<file path="config.mk">
export PLATFORM = sky130hd
export DESIGN_NAME = am_rm_bip_rx_flat
export DESIGN_NICKNAME = d
export VERILOG_FILES = /design/src/rtl/am_rm_bip_rx_pkg.sv /design/src/rtl/am_rm_bip_rx_if.sv /design/src/rtl/am_rm_bip_rx_bip8_calc.sv /design/src/rtl/am_rm_bip_rx.sv /design/src/flat_wrapper.sv
export SDC_FILE = /design/constraint.sdc
export NUM_CORES = 1
export LEC_CHECK = 0
export CORE_ASPECT_RATIO = 0.6
export CORE_MARGIN = 1.5
export CORE_UTILIZATION = 33
export DETAILED_ROUTE_END_ITERATION = 10
export GPL_TIMING_DRIVEN = 0
export PLACE_DENSITY = 0.67
export SYNTH_ARGS = -nofsm -noshare
export SYNTH_HDL_FRONTEND = slang
export SYNTH_SLANG_ARGS = --single-unit
</file>
<file path="constraint.sdc">
create_clock -name clk -period 2.11 [get_ports clk]
set_input_delay 0.3165 -clock clk [delete_from_list [all_inputs] [get_ports clk]]
set_output_delay 0.3165 -clock clk [all_outputs]
set_load 0.02 [all_outputs]
</file>
<file path="src/rtl/am_rm_bip_rx_pkg.sv">
// Shared PCS definitions for the lane receive path: block geometry, sync headers,
// alignment-marker byte positions and the marker-check state encoding.
package am_rm_bip_rx_pkg;

  localparam int unsigned HEAD_W  = 2;
  localparam int unsigned BLOCK_W = 66;
  localparam int unsigned BIP_W   = 8;

  localparam logic [HEAD_W-1:0] SYNC_CTRL = 2'b01;
  localparam logic [HEAD_W-1:0] SYNC_DATA = 2'b10;

  localparam int unsigned BIP3_IDX = 3;
  localparam int unsigned BIP7_IDX = 7;

  typedef enum logic [1:0] {
    ST_UNLOCK = 2'd0,
    ST_WAIT   = 2'd1,
    ST_RUN    = 2'd2
  } rx_state_e;

endpackage

</file>
<file path="src/rtl/am_rm_bip_rx_if.sv">
// Block stream bundle between marker lock and deskew; the stage under test is the slave,
// whoever feeds blocks and consumes the filtered stream is the master.
interface am_rm_bip_rx_if
  import am_rm_bip_rx_pkg::*;
#(
  parameter int unsigned CNT_W = 16
);

  logic               valid_i;
  logic [BLOCK_W-1:0] block_i;
  logic               lock_v_i;
  logic               am_v_i;
  logic               valid_o;
  logic [BLOCK_W-1:0] block_o;
  logic               bip_err_o;
  logic [CNT_W-1:0]   err_cnt_o;

  modport master (
    output valid_i, block_i, lock_v_i, am_v_i,
    input  valid_o, block_o, bip_err_o, err_cnt_o
  );

  modport slave (
    input  valid_i, block_i, lock_v_i, am_v_i,
    output valid_o, block_o, bip_err_o, err_cnt_o
  );

endinterface

</file>
<file path="src/rtl/am_rm_bip_rx_bip8_calc.sv">
// BIP-8 contribution of one 66-bit block: payload bit p lands on parity bit (p-2) mod 8,
// sync header bits 0/1 land on parity bits 3/4.
module bip8_calc
  import am_rm_bip_rx_pkg::*;
(
  input  logic [BLOCK_W-1:0] block,
  output logic [BIP_W-1:0]   bip
);

  always_comb begin
    bip = '0;
    for (int unsigned p = HEAD_W; p < BLOCK_W; p++) begin
      bip[(p - HEAD_W) % BIP_W] = bip[(p - HEAD_W) % BIP_W] ^ block[p];
    end
    bip[3] = bip[3] ^ block[0];
    bip[4] = bip[4] ^ block[1];
  end

endmodule

</file>
<file path="src/rtl/am_rm_bip_rx.sv">
// Per-lane marker BIP3 checker and marker remover: one-cycle registered pass-through
// of data blocks, markers dropped, BIP3 mismatches pulsed and counted with saturation.
module am_rm_bip_rx
  import am_rm_bip_rx_pkg::*;
#(
  parameter int unsigned CNT_W = 16
)(
  input  logic         clk,
  input  logic         nreset,
  am_rm_bip_rx_if.slave rx
);

  rx_state_e          state_q, state_d;
  logic [BIP_W-1:0]   acc_q, acc_d;
  logic [CNT_W-1:0]   cnt_q, cnt_d;
  logic               chk_err;
  logic               valid_d;
  logic [BIP_W-1:0]   blk_bip;
  logic [BIP_W-1:0]   rx_bip3;

  bip8_calc u_bip8 (
    .block (rx.block_i),
    .bip   (blk_bip)
  );

  assign rx_bip3 = rx.block_i[HEAD_W + BIP_W*BIP3_IDX +: BIP_W];

  always_ff @(posedge clk or negedge nreset) begin
    if (!nreset) begin
      state_q <= ST_UNLOCK;
      acc_q   <= '0;
    end else begin
      state_q <= state_d;
      acc_q   <= acc_d;
    end
  end

  // Lock loss overrides everything, including idle (valid_i = 0) cycles.
  always_comb begin
    state_d = state_q;
    acc_d   = acc_q;
    chk_err = 1'b0;
    if (!rx.lock_v_i) begin
      state_d = ST_UNLOCK;
      acc_d   = '0;
    end else begin
      unique case (state_q)
        ST_UNLOCK: begin
          state_d = ST_WAIT;
          acc_d   = '0;
        end
        ST_WAIT: begin
          if (rx.valid_i && rx.am_v_i) begin
            acc_d   = blk_bip;
            state_d = ST_RUN;
          end
        end
        ST_RUN: begin
          if (rx.valid_i) begin
            if (rx.am_v_i) begin
              chk_err = (acc_q != rx_bip3);
              acc_d   = blk_bip;
            end else begin
              acc_d   = acc_q ^ blk_bip;
            end
          end
        end
        default: begin
          state_d = ST_UNLOCK;
          acc_d   = '0;
        end
      endcase
    end
  end

  always_comb begin
    cnt_d = cnt_q;
    if (chk_err && (cnt_q != '1)) begin
      cnt_d = cnt_q + 1'b1;
    end
  end

  assign valid_d = rx.valid_i & rx.lock_v_i & ~rx.am_v_i & (state_q != ST_UNLOCK);

  always_ff @(posedge clk or negedge nreset) begin
    if (!nreset) begin
      cnt_q        <= '0;
      rx.valid_o   <= 1'b0;
      rx.block_o   <= '0;
      rx.bip_err_o <= 1'b0;
    end else begin
      cnt_q        <= cnt_d;
      rx.valid_o   <= valid_d;
      rx.block_o   <= rx.block_i;
      rx.bip_err_o <= chk_err;
    end
  end

  assign rx.err_cnt_o = cnt_q;

endmodule

</file>
<file path="src/flat_wrapper.sv">
// flat-port wrapper written by rule: the top's interface ports become plain ports
module am_rm_bip_rx_flat import am_rm_bip_rx_pkg::*;
#(
  parameter int unsigned CNT_W = 16
)
  (clk, nreset, rx_valid_i, rx_block_i, rx_lock_v_i, rx_am_v_i, rx_valid_o, rx_block_o, rx_bip_err_o, rx_err_cnt_o);
  am_rm_bip_rx_if #(.CNT_W(CNT_W)) rx_i ();
  input  logic clk;
  input  logic nreset;
  input wire logic [$bits(rx_i.valid_i)-1:0] rx_valid_i;
  input wire logic [$bits(rx_i.block_i)-1:0] rx_block_i;
  input wire logic [$bits(rx_i.lock_v_i)-1:0] rx_lock_v_i;
  input wire logic [$bits(rx_i.am_v_i)-1:0] rx_am_v_i;
  output wire logic [$bits(rx_i.valid_o)-1:0] rx_valid_o;
  output wire logic [$bits(rx_i.block_o)-1:0] rx_block_o;
  output wire logic [$bits(rx_i.bip_err_o)-1:0] rx_bip_err_o;
  output wire logic [$bits(rx_i.err_cnt_o)-1:0] rx_err_cnt_o;
  assign rx_i.valid_i = rx_valid_i;
  assign rx_i.block_i = rx_block_i;
  assign rx_i.lock_v_i = rx_lock_v_i;
  assign rx_i.am_v_i = rx_am_v_i;
  assign rx_valid_o = rx_i.valid_o;
  assign rx_block_o = rx_i.block_o;
  assign rx_bip_err_o = rx_i.bip_err_o;
  assign rx_err_cnt_o = rx_i.err_cnt_o;
  am_rm_bip_rx #(.CNT_W(CNT_W)) u_core (.clk(clk), .nreset(nreset), .rx(rx_i));
endmodule
</file>
==> results of run 1 <==
==> logic make-up (layout without fill, tap and decap cells) <==
group,count (synthesis),after routing,synth area share [%]
fa+ha+maj,5,5,1.67
simple gates,53,53,8.65
xor+xnor,77,77,18.7
flops,94,94,62.8
compound gates,30,30,4.91
buf+inv,18,190,2.14
mux,4,4,1.14
==> report_power, final <==
part	internal [uW]	total [uW]	switching [uW]	leakage [uW]
logic	592	1200	604	0.00108
clock network	920	1600	683	0.000138
registers	1930	2000	78.4	0.00116
==> layout by cell type (no fill, tap or decap), types with 3 or more instances in the layout <==
| cell type | n |
|---|---|
| nand3_1 | 7 |
| nand2_1 | 4 |
| xor2_1 | 12 |
| xnor2_1 | 63 |
| buf_2 | 3 |
| inv_1 | 10 |
| dfrtp_1 | 94 |
| o32ai_1 | 7 |
| a21oi_1 | 18 |
| nand2b_1 | 8 |
| and3_1 | 7 |
| ha_1 | 5 |
| clkbuf_16 | 9 |
| nor2b_1 | 4 |
| buf_4 | 3 |
| clkdlybuf4s50_1 | 153 |
| nand4_1 | 10 |
==> metrics by stage <==
step	std cells	utilization (%)	hold slack (ps)
floorplan	281	-	20.9
global placement	574	50.5	493
detailed placement	575	50.8	283
CTS	591	53.7	455
global route	592	54.0	454
finish	592	54.0	453
==> synthesized netlist by cell type, types with 2 or more instances <==
library cell / count
nand3_1: 7
a21oi_1: 18
nand2b_1: 8
xnor3_1: 2
dfrtp_1: 94
nand2_1: 4
xor2_1: 12
mux2_2: 2
nor4_1: 2
nor2b_1: 4
inv_1: 10
clkbuf_1: 3
and2_1: 2
o32ai_1: 7
buf_2: 4
xnor2_1: 63
ha_1: 5
and3_1: 7
mux2i_1: 2
nand4_1: 10
==> worst min-delay path by stage <==
stage,slack (ps),start,end,cells past startpoint
detailed placement,280,nreset,u_core.rx.block_o[56]$_DFF_PN0_,1
CTS,460,nreset,u_core.rx.block_o[56]$_DFF_PN0_,2
floorplan,20,nreset,u_core.acc_q[0]$_DFFE_PN0P_,0
finish,450,nreset,u_core.rx.block_o[64]$_DFF_PN0_,2
global route,450,rx_block_i[20],u_core.rx.block_o[20]$_DFF_PN0_,1
global placement,490,u_core.rx.err_cnt_o[7]$_DFFE_PN0P_,u_core.rx.err_cnt_o[7]$_DFFE_PN0P_,1
==> cell type report <==
cell class | count | area, sq um
multi-input combinational | 169 | 1330
clock buffer | 9 | 225
inverter | 10 | 37.5
tap | 139 | 174
sequential | 94 | 2350
fill | 901 | 4980
timing repair buffer | 158 | 1600
clock inverter | 6 | 71.3
buffer | 7 | 41.3
==> sequential cells by signal, summed over array words and instances (netlist names) <==
signal and flops:
u_core.rx.block_o 66, u_core.state_q 2, u_core.rx.err_cnt_o 16, u_core.acc_q 8, u_core.rx.bip_err_o 1, u_core.rx.valid_o 1
==> repair_timing <==
item,in CTS,in global routing
gates resized for setup,1,4
setup buffers,0,2
gates cloned,0,0
hold buffers,1,0
hold endpoints to repair,29,0
endpoints found under the setup margin,2,21
pin swaps,0,0
==> per-layer routing <==
layer  track usage (%)  up-vias  wire length, um
met3              6.31        7              698
met1              21.3     1284             4330
met4              3.79        0               72
li1                  -     1277                -
met2              23.9      105             3960
met5                 0        -                0
==> impl_results.md, run 1 <==
- Pre-antenna DRT Iters: 4
- Largest net degree at the start of global routing: 66
- Yosys warning total: 0
- Final instance area: 5840 sq um
- CTS tree: done
- Hold Vio Cnt, Final: 0
- Worst Setup Slack, final: 128 ps
- Initial core utilization: 34.7%
- Clk sinks: 94
- Leading area contributor after synthesis: dfrtp_1
- WP data arrival: 2200 ps
- Ranking of synthesized cells by area: dfrtp_1 63%, xnor2_1 15%, xor2_1 2.8%
- Floorplan row count: 29
- Min Clock Period, post-route: 1980 ps
- Crit path depth: 7
- DRC viols: 0
- Core area: 10,800 sq um
- Gr usage total: 15.8%
- Max stage delay on crit path: 400 ps
- Mapped Area: 3750 sq um
- Clk_lat worst skew: 330 ps
- Clock skew: 6.92 ps
- Cell Area, Placed: 5490 sq um
- Die area: 12,000 sq um
- Register area share after synthesis: 62.8%
- Power, Total: 4800 uW
- Ys flop type: dfrtp_1
- Path type of the worst setup path: flop to flop
- Share of the synthesized area in the top cell type: 62.8%
- Drt total wl: 9060 um
- RSZ-0062 raised after global routing: false
- CP Max Fanout: 7
- Clock Tree Buf Depth: 2
- Min-Delay Path Class: primary input to async pin
- Number of global-route vias before repair: 2,808
- Worst slack at placement: -261 ps
- Drt wl/cell: 15.3 um
- Final setup viols: 0
- Clock transition at path regs: 70 ps
- P_leak: 0.00237 uW
- Worst slew margin: 68.5%
- I/O Buffers: 154
- Fmax: 0.505 GHz
- PwrDens: 823 nW/um^2
- CTS buffer count: 9
- ANT cells: 0
- Post-DP HPWL: 6890 um
- Top Family by Delay on Critical Path: compound AO/OA/AOI/OAI gates
- Post-synth cell types: 35
- Crit-path cells: inv_1 > ha_1 > nor2b_1 > o21a_1 > or2_2 > clkbuf_1 > o32ai_1
- Critical Path RT: 2330 ps
- Worst R2R Start: u_core.state_q[0]$_DFFE_PN0P_
- Post-Syn Instances: 281
- Layout area overhead: 55.8%
- H-tree depth: 3
- Length in cells of the worst reg-to-reg path: 7
- Status: finished clean
- Slew of the pin with the lowest slew margin: 468 ps
- Reg-to-reg slack, setup: 130 ps
- Flops & latches, synth: 94
- Initial antenna violation count: 0
- CP bufs+invs: 2
- Remaining Overflow, GRT: 0
- Critical Path Start: u_core.state_q[0]$_DFFE_PN0P_
- Routed vias: 2,673
- Syn nets: 357
- Critical path capture point: u_core.acc_q[3]$_DFFE_PN0P_
- DR vias/cell: 4.52
- First-pass GRT wire length: 14,600 um
- Crit. End Element: flop
- Die H: 85.5 um
- Clk root buf: clkbuf_16
- Top Ports: 155
- Syn Area/Cell: 13.3 sq um
- Max-slew violations: 0
- Setup TNS: 0 ps
- Worst reg2reg path endpoint: u_core.acc_q[3]$_DFFE_PN0P_
- Worst Setup Start Kind: flop
- Max-cap viol count: 0
- FFs w/ async S/R, synth: 100%
- Antenna Violating Nets Remaining: 0
- Initial DRC count: 71
- Slowest cell on crit path: dfrtp_1
- Crit share post-route: 93.9%
- Nets: 525
- Post-synth EDFFs: 0
- GPL Wtd Cong: 0.755
- Layout cells sized above 1: 7.06%
- Die X: 141 um
- Maximum vdd ir drop: 393 uV
(Power assumes the default switching activity.)
==> run 2, diff against run 1 <==
- REMOVE_ABC_BUFFERS: default -> 1
- SETUP_SLACK_MARGIN: default -> 0.4
==> run 2 against run 1 <==
Effect of this change:
- clock skew down 2.5 ps
- critical path depth down 1
- first-iteration DRC count up 75%
- combinational power up 17%
- flip-flop and latch count unchanged
- power up 5.5%
- wire length up 3.6%
- hold slack worse by 160 ps
- final area up 5.4%
- clock power up 4%
- register-to-register slack better by 240 ps
- highest routed layer unchanged
- sequential power about the same
==> impl_results.md, run 2 (synthesis results as in run 1) <==
- Fmax: 0.576 GHz (was 0.505 GHz)
- Post-DP HPWL: 6640 um (was 6890 um)
- Clk root buf: clkbuf_16 (unchanged)
- Worst slew margin: 71.0% (was 68.5%)
- Die area: 12,000 sq um (unchanged)
- CP Max Fanout: 10 (was 7)
- Clk sinks: 94 (unchanged)
- Largest net degree at the start of global routing: 65 (was 66)
- Pre-antenna DRT Iters: 4 (unchanged)
- First-pass GRT wire length: 14,900 um (was 14,600 um)
- Length in cells of the worst reg-to-reg path: 6 (was 7)
- Layout cells sized above 1: 16.2% (was 7.06%)
- Worst slack at placement: -443 ps (was -261 ps)
- Final setup viols: 0 (unchanged)
- Drt wl/cell: 15.3 um (about the same)
- Max stage delay on crit path: 390 ps (was 400 ps)
- Core area: 10,800 sq um (unchanged)
- GPL Wtd Cong: 0.771 (was 0.755)
- Worst reg2reg path endpoint: u_core.rx.err_cnt_o[15]$_DFFE_PN0P_ (was u_core.acc_q[3]$_DFFE_PN0P_)
- Gr usage total: 16.3% (was 15.8%)
- CTS buffer count: 9 (unchanged)
- Crit path depth: 6 (was 7)
- Crit. End Element: flop (unchanged)
- Max-cap viol count: 0 (unchanged)
- Nets: 545 (was 525)
- Floorplan row count: 29 (unchanged)
- P_leak: 0.00269 uW (was 0.00237 uW)
- Slowest cell on crit path: dfrtp_1 (unchanged)
- Number of global-route vias before repair: 2,871 (was 2,808)
- Clock transition at path regs: 70 ps (about the same)
- Clk_lat worst skew: 340 ps (was 330 ps)
- Clock skew: 4.41 ps (was 6.92 ps)
- DR vias/cell: 4.61 (was 4.52)
- Remaining Overflow, GRT: 0 (unchanged)
- Cell Area, Placed: 5450 sq um (was 5490 sq um)
- WP data arrival: 1960 ps (was 2200 ps)
- RSZ-0062 raised after global routing: true (was false)
- Most common cell after layout, fill and taps aside: clkdlybuf4s50_1 (unchanged)
- Min-Delay Path Class: primary input to flop (was primary input to async pin)
- Routed vias: 2,825 (was 2,673)
- ANT cells: 0 (unchanged)
- Layout area overhead: 64.2% (was 55.8%)
- Reg-to-reg slack, setup: 370 ps (was 130 ps)
- Initial antenna violation count: 0 (unchanged)
- DRC viols: 0 (unchanged)
- Crit-path cells: xor2_1 > nor4_4 > a21oi_4 > buf_12 > nand4_1 > mux2_2 (was inv_1 > ha_1 > nor2b_1 > o21a_1 > or2_2 > clkbuf_1 > o32ai_1)
- Maximum vdd ir drop: 380 uV (was 393 uV)
- CTS tree: done (unchanged)
- Crit share post-route: 82.3% (was 93.9%)
- Clock Tree Buf Depth: 2 (unchanged)
- Worst Setup Start Kind: flop (unchanged)
- Slew of the pin with the lowest slew margin: 435 ps (was 468 ps)
- Initial core utilization: 34.7% (unchanged)
- Die X: 141 um (unchanged)
- Min Clock Period, post-route: 1740 ps (was 1980 ps)
- Hold depth: 1
- Max-slew violations: 0 (unchanged)
- Top Family by Delay on Critical Path: simple AND/OR/NAND/NOR gates (was compound AO/OA/AOI/OAI gates)
- Worst R2R Start: u_core.acc_q[3]$_DFFE_PN0P_ (was u_core.state_q[0]$_DFFE_PN0P_)
- Critical path capture point: u_core.rx.err_cnt_o[15]$_DFFE_PN0P_ (was u_core.acc_q[3]$_DFFE_PN0P_)
- Top Ports: 155 (unchanged)
- Most frequent cells in the layout: 130 x clkdlybuf4s50_1, 92 x dfrtp_1, 63 x xnor2_1, 27 x buf_4, 16 x dlygate4sd2_1 (was 153 x clkdlybuf4s50_1, 94 x dfrtp_1, 63 x xnor2_1, 18 x a21oi_1, 12 x xor2_1)
- I/O Buffers: 154 (unchanged)
- PwrDens: 823 nW/um^2 (about the same)
- Final instance area: 6150 sq um (was 5840 sq um)
- Initial DRC count: 124 (was 71)
- Worst Setup Slack, final: 373 ps (was 128 ps)
- Path type of the worst setup path: flop to flop (unchanged)
- Status: finished clean (unchanged)
- Max reg flops: 66 (unchanged)
- Critical Path RT: 2330 ps (about the same)
- Largest reg by FF count: u_core.rx.block_o (unchanged)
- Die H: 85.5 um (unchanged)
- CP bufs+invs: 1 (was 2)
- Antenna Violating Nets Remaining: 0 (unchanged)
- Hold Vio Cnt, Final: 0 (unchanged)
- Critical Path Start: u_core.acc_q[3]$_DFFE_PN0P_ (was u_core.state_q[0]$_DFFE_PN0P_)
- H-tree depth: 3 (unchanged)
- Drt total wl: 9390 um (was 9060 um)
## run 2: cell count changes in the layout (fill, tap and decap cells not counted), moves of 3 or more
| cell | change |
|---|---|
| a21oi_2 | +4 |
| buf_2 | -3 |
| ha_1 | -3 |
| a21oi_1 | -4 |
| buf_4 | +24 |
| clkdlybuf4s50_1 | -23 |
| dlymetal6s2s_1 | +7 |
| ha_4 | +3 |
| dlygate4sd2_1 | +16 |
## run 2: worst register-to-register path: cells and delay by family (launching register included)
| family | cells | cell delay (ps) |
|---|---|---|
| AOI/OAI and AO/OA | 1 | 100 |
| xor gates and xnor gates | 1 | 170 |
| buffers and inverters | 1 | 150 |
| DFF | 1 | 390 |
| muxes | 1 | 330 |
| and+or+nand+nor | 2 | 480 |
## run 2: where the power goes
group / switching, uW / total (uW) / internal, uW
registers: 78.1 / 2000 / 1930
logic: 684 / 1400 / 716
clock network: 698 / 1660 / 964
total: 1460 / 5070 / 3610
## run 2: timing repair
| action | 4_1_cts | 5_1_grt |
|---|---|---|
| setup endpoints to repair | 33 | 31 |
| resized for setup | 32 | 26 |
| pin swaps | 13 | 9 |
| hold buffers | 1 | 0 |
| setup buffers | 21 | 8 |
| cloned | 0 | 0 |
| endpoints found under the hold margin | 30 | 0 |
## run 2: cell type report
type                       instances  area, sq um
sequential                        94         2350
timing repair buffer             185         1810
clock inverter                     5         65.1
fill                             901         4660
clock buffer                      11          243
inverter                          10         37.5
multi-input combinational        169         1470
tap                              139          174
## run 2: how the worst min path moves through the flow
stage                                         from                             endpoint  slack [ps]
4_1_cts                             rx_block_i[26]      u_core.rx.block_o[26]$_DFF_PN0_         290
6_report                            rx_block_i[26]      u_core.rx.block_o[26]$_DFF_PN0_         300
3_5_place_dp                                nreset      u_core.rx.block_o[62]$_DFF_PN0_         290
5_1_grt                             rx_block_i[27]      u_core.rx.block_o[27]$_DFF_PN0_         300
3_3_place_gp   u_core.rx.err_cnt_o[10]$_DFFE_PN0P_  u_core.rx.err_cnt_o[10]$_DFFE_PN0P_         490
2_1_floorplan                               nreset          u_core.acc_q[0]$_DFFE_PN0P_          20
## run 2: metal layers
layer | share of wire [%] | global-route usage [%]
met5 | 0 | 0
met4 | 1.5 | 5.11
met3 | 8.5 | 7.20
met2 | 45 | 24.7
met1 | 45 | 21.2
## run 2: metrics by stage
step | TNS [ps] | total power (uW) | hold WS, ps | util, % | cells
finish | 0 | 5070 | 295 | 56.9 | 613
global route | 0 | 5340 | 296 | 56.9 | 613
CTS | 0 | 5030 | 286 | 55.5 | 605
detailed placement | -4160 | 3190 | 289 | 50.4 | 567
global placement | -262020 | 3150 | 485 | 50.1 | 566
floorplan | 0 | 2660 | 20.9 | - | 273
==> run 3, diff against run 2 <==
- clock period: 2.11 -> 1.6 ns (I/O delays scaled with it)
==> run 3 against run 2 <==
Effect of this change:
- the flow now finishes with violations (setup timing)
- final area decreased by 2.5%
- final cell count grew 2.3%
- first-iteration DRC count rose by 0.81%
- sequential power increased by 33%
- non-clock buffer count up 14
- clock-buffer cell count is the same
- flip-flop and latch count unchanged
- critical path type unchanged
- critical endpoint unchanged
- largest power group unchanged
==> impl_results.md, run 3 (synthesis results as in run 1) <==
- Status: finished, violations left (was finished clean)
- Violated checks: setup timing
- Slew of the pin with the lowest slew margin: 408 ps (was 435 ps)
- H-tree depth: 3 (unchanged)
- CP bufs+invs: 1 (unchanged)
- DRC viols: 0 (unchanged)
- Placed insts: 567 (unchanged)
- Cell Area, Placed: 5450 sq um (unchanged)
- Die X: 141 um (unchanged)
- Drt total wl: 9890 um (was 9390 um)
- GPL Wtd Cong: 0.771 (unchanged)
- Initial core utilization: 34.7% (unchanged)
- Worst Setup Slack, final: -131 ps (was 373 ps)
- Largest reg by FF count: u_core.rx.block_o (unchanged)
- CP Max Fanout: 7 (was 10)
- Max-cap viol count: 0 (unchanged)
- Max stage delay on crit path: 400 ps (was 390 ps)
- Drt wl/cell: 15.8 um (was 15.3 um)
- Post-DP HPWL: 6640 um (unchanged)
- Antenna Violating Nets Remaining: 0 (unchanged)
- CTS buffer count: 9 (unchanged)
- Critical Path RT: 1820 ps (was 2330 ps)
- Min Clock Period, post-route: 1730 ps (was 1740 ps)
- I/O Buffers: 154 (unchanged)
- Largest net degree at the start of global routing: 65 (unchanged)
- Worst hold margin: 164 ps (was 295 ps)
- Path type of the worst setup path: flop to flop (unchanged)
- Clock skew: 5.13 ps (was 4.41 ps)
- Worst slew margin: 72.8% (was 71.0%)
- Die H: 85.5 um (unchanged)
- Clk_lat worst skew: 340 ps (about the same)
- Floorplan row count: 29 (unchanged)
- Maximum vdd ir drop: 512 uV (was 380 uV)
- Nets: 559 (was 545)
- Worst Setup Start Kind: flop (unchanged)
- Initial antenna violation count: 0 (unchanged)
- Max-slew violations: 0 (unchanged)
- Crit-path cells: xor2_1 > nor4_4 > a21oi_4 > buf_12 > nand4_1 > mux2_4 (was xor2_1 > nor4_4 > a21oi_4 > buf_12 > nand4_1 > mux2_2)
- Max reg flops: 66 (unchanged)
- Min-Delay Path Class: primary input to flop (unchanged)
- DR vias/cell: 4.60 (was 4.61)
- PwrDens: 1130 nW/um^2 (was 823 nW/um^2)
- Gr usage total: 17.0% (was 16.3%)
- Fmax: 0.578 GHz (was 0.576 GHz)
- Clock Tree Buf Depth: 2 (unchanged)
- Slowest cell on crit path: dfrtp_1 (unchanged)
- Routed vias: 2,886 (was 2,825)
- Crit. End Element: flop (unchanged)
- Most common cell after layout, fill and taps aside: dfrtp_1 (was clkdlybuf4s50_1)
- Final setup viols: 22 (was 0)
- Remaining Overflow, GRT: 0 (unchanged)
- ANT cells: 0 (unchanged)
- Top Ports: 155 (unchanged)
- Initial DRC count: 125 (was 124)
- Most frequent cells in the layout: 90 x dfrtp_1, 73 x buf_2, 64 x clkdlybuf4s50_1, 63 x xnor2_1, 31 x buf_4 (was 130 x clkdlybuf4s50_1, 92 x dfrtp_1, 63 x xnor2_1, 27 x buf_4, 16 x dlygate4sd2_1)
- Number of global-route vias before repair: 2,989 (was 2,871)
- Clk root buf: clkbuf_16 (unchanged)
- Top Family by Delay on Critical Path: simple AND/OR/NAND/NOR gates (unchanged)
- Crit share post-route: 108% (was 82.3%)
- Power, Total: 6800 uW (was 5070 uW)
- Hold Vio Cnt, Final: 0 (unchanged)
- Layout area overhead: 60.1% (was 64.2%)
- First-pass GRT wire length: 15,500 um (was 14,900 um)
- Pre-antenna DRT Iters: 4 (unchanged)
- P_leak: 0.00266 uW (was 0.00269 uW)
- Final instance area: 6000 sq um (was 6150 sq um)
- WP data arrival: 1950 ps (was 1960 ps)
- RSZ-0062 raised after global routing: true (unchanged)
- Finished Layout Cells: 627 (was 613)
- Clock transition at path regs: 70 ps (about the same)
- Die area: 12,000 sq um (unchanged)
- CTS tree: done (unchanged)
- Clk sinks: 94 (unchanged)
- Worst slack at placement: -877 ps (was -443 ps)
- Core area: 10,800 sq um (unchanged)
- Layout cells sized above 1: 37.3% (was 16.2%)
-- run 3: cell count changes in the layout (fill, tap and decap cells not counted), moves of 3 or more --
cell	change
buf_6	+19
nand3_1	-3
dlymetal6s2s_1	-6
buf_4	+4
dlygate4sd2_1	-12
clkdlybuf4s50_1	-66
buf_2	+73
-- run 3: routing by layer --
layer | wire length, um | share of wire (%) | track usage, %
met1 | 4440 | 45 | 22.6
met2 | 4520 | 46 | 26.1
met3 | 808 | 8.2 | 6.48
met4 | 123 | 1.2 | 5.11
met5 | 0 | 0 | 0
-- run 3: power by group --
group | total, uW | leakage, uW | switching, uW | internal [uW]
combinational | 1950 | 0.00136 | 954 | 1000
clock | 2190 | 0.000151 | 922 | 1270
sequential | 2660 | 0.00115 | 110 | 2540
total | 6800 | 0.00266 | 1990 | 4820
-- run 3: worst register-to-register path, delay by kind of cell (launching register included) --
| family | cells | cell delay [ps] |
|---|---|---|
| AOI/OAI and AO/OA | 1 | 100 |
| DFF | 1 | 400 |
| buffers and inverters | 1 | 150 |
| xor gates and xnor gates | 1 | 170 |
| and+or+nand+nor | 2 | 490 |
| muxes | 1 | 300 |
-- run 3: final timing paths --
| path | startpoint | end | slack [ps] | cells after the start |
|---|---|---|---|---|
| max in group asynchronous | nreset | u_core.state_q[1]$_DFFE_PN0P_ | 610 | 3 |
| worst max register to register | u_core.acc_q[2]$_DFFE_PN0P_ | u_core.rx.err_cnt_o[15]$_DFFE_PN0P_ | -130 | 6 |
| worst min-delay path | rx_block_i[28] | u_core.rx.block_o[28]$_DFF_PN0_ | 160 | 1 |
| min in group asynchronous | nreset | u_core.rx.block_o[62]$_DFF_PN0_ | 340 | 2 |
| worst max-delay path | u_core.acc_q[2]$_DFFE_PN0P_ | u_core.rx.err_cnt_o[15]$_DFFE_PN0P_ | -130 | 6 |
| worst min register to register | u_core.rx.err_cnt_o[14]$_DFFE_PN0P_ | u_core.rx.err_cnt_o[14]$_DFFE_PN0P_ | 530 | 1 |
-- run 3: timing repair --
item                                    CTS  global route
endpoints found under the hold margin    30             0
pin swaps                                24             9
hold buffers                              1             0
endpoints found under the setup margin  111            55
gates resized for setup                 385            33
setup buffers                            33            10
-- run 3: area by class of cell --
cell class / instances / area, sq um
fillers: 938 / 4810
flip-flops and latches: 94 / 2360
repair buffers: 199 / 1610
multi-input cells: 169 / 1520
clock buffers: 11 / 243
well taps: 139 / 174
clock inverters: 5 / 65.1
inverters: 10 / 37.5
-- run 3: metrics by stage --
step	TNS, ps	utilization (%)
finish	-1660	55.5
global route	-3840	55.5
CTS	-1460	55.0
detailed placement	-15110	50.4
global placement	-313350	50.1
floorplan	-4420	-
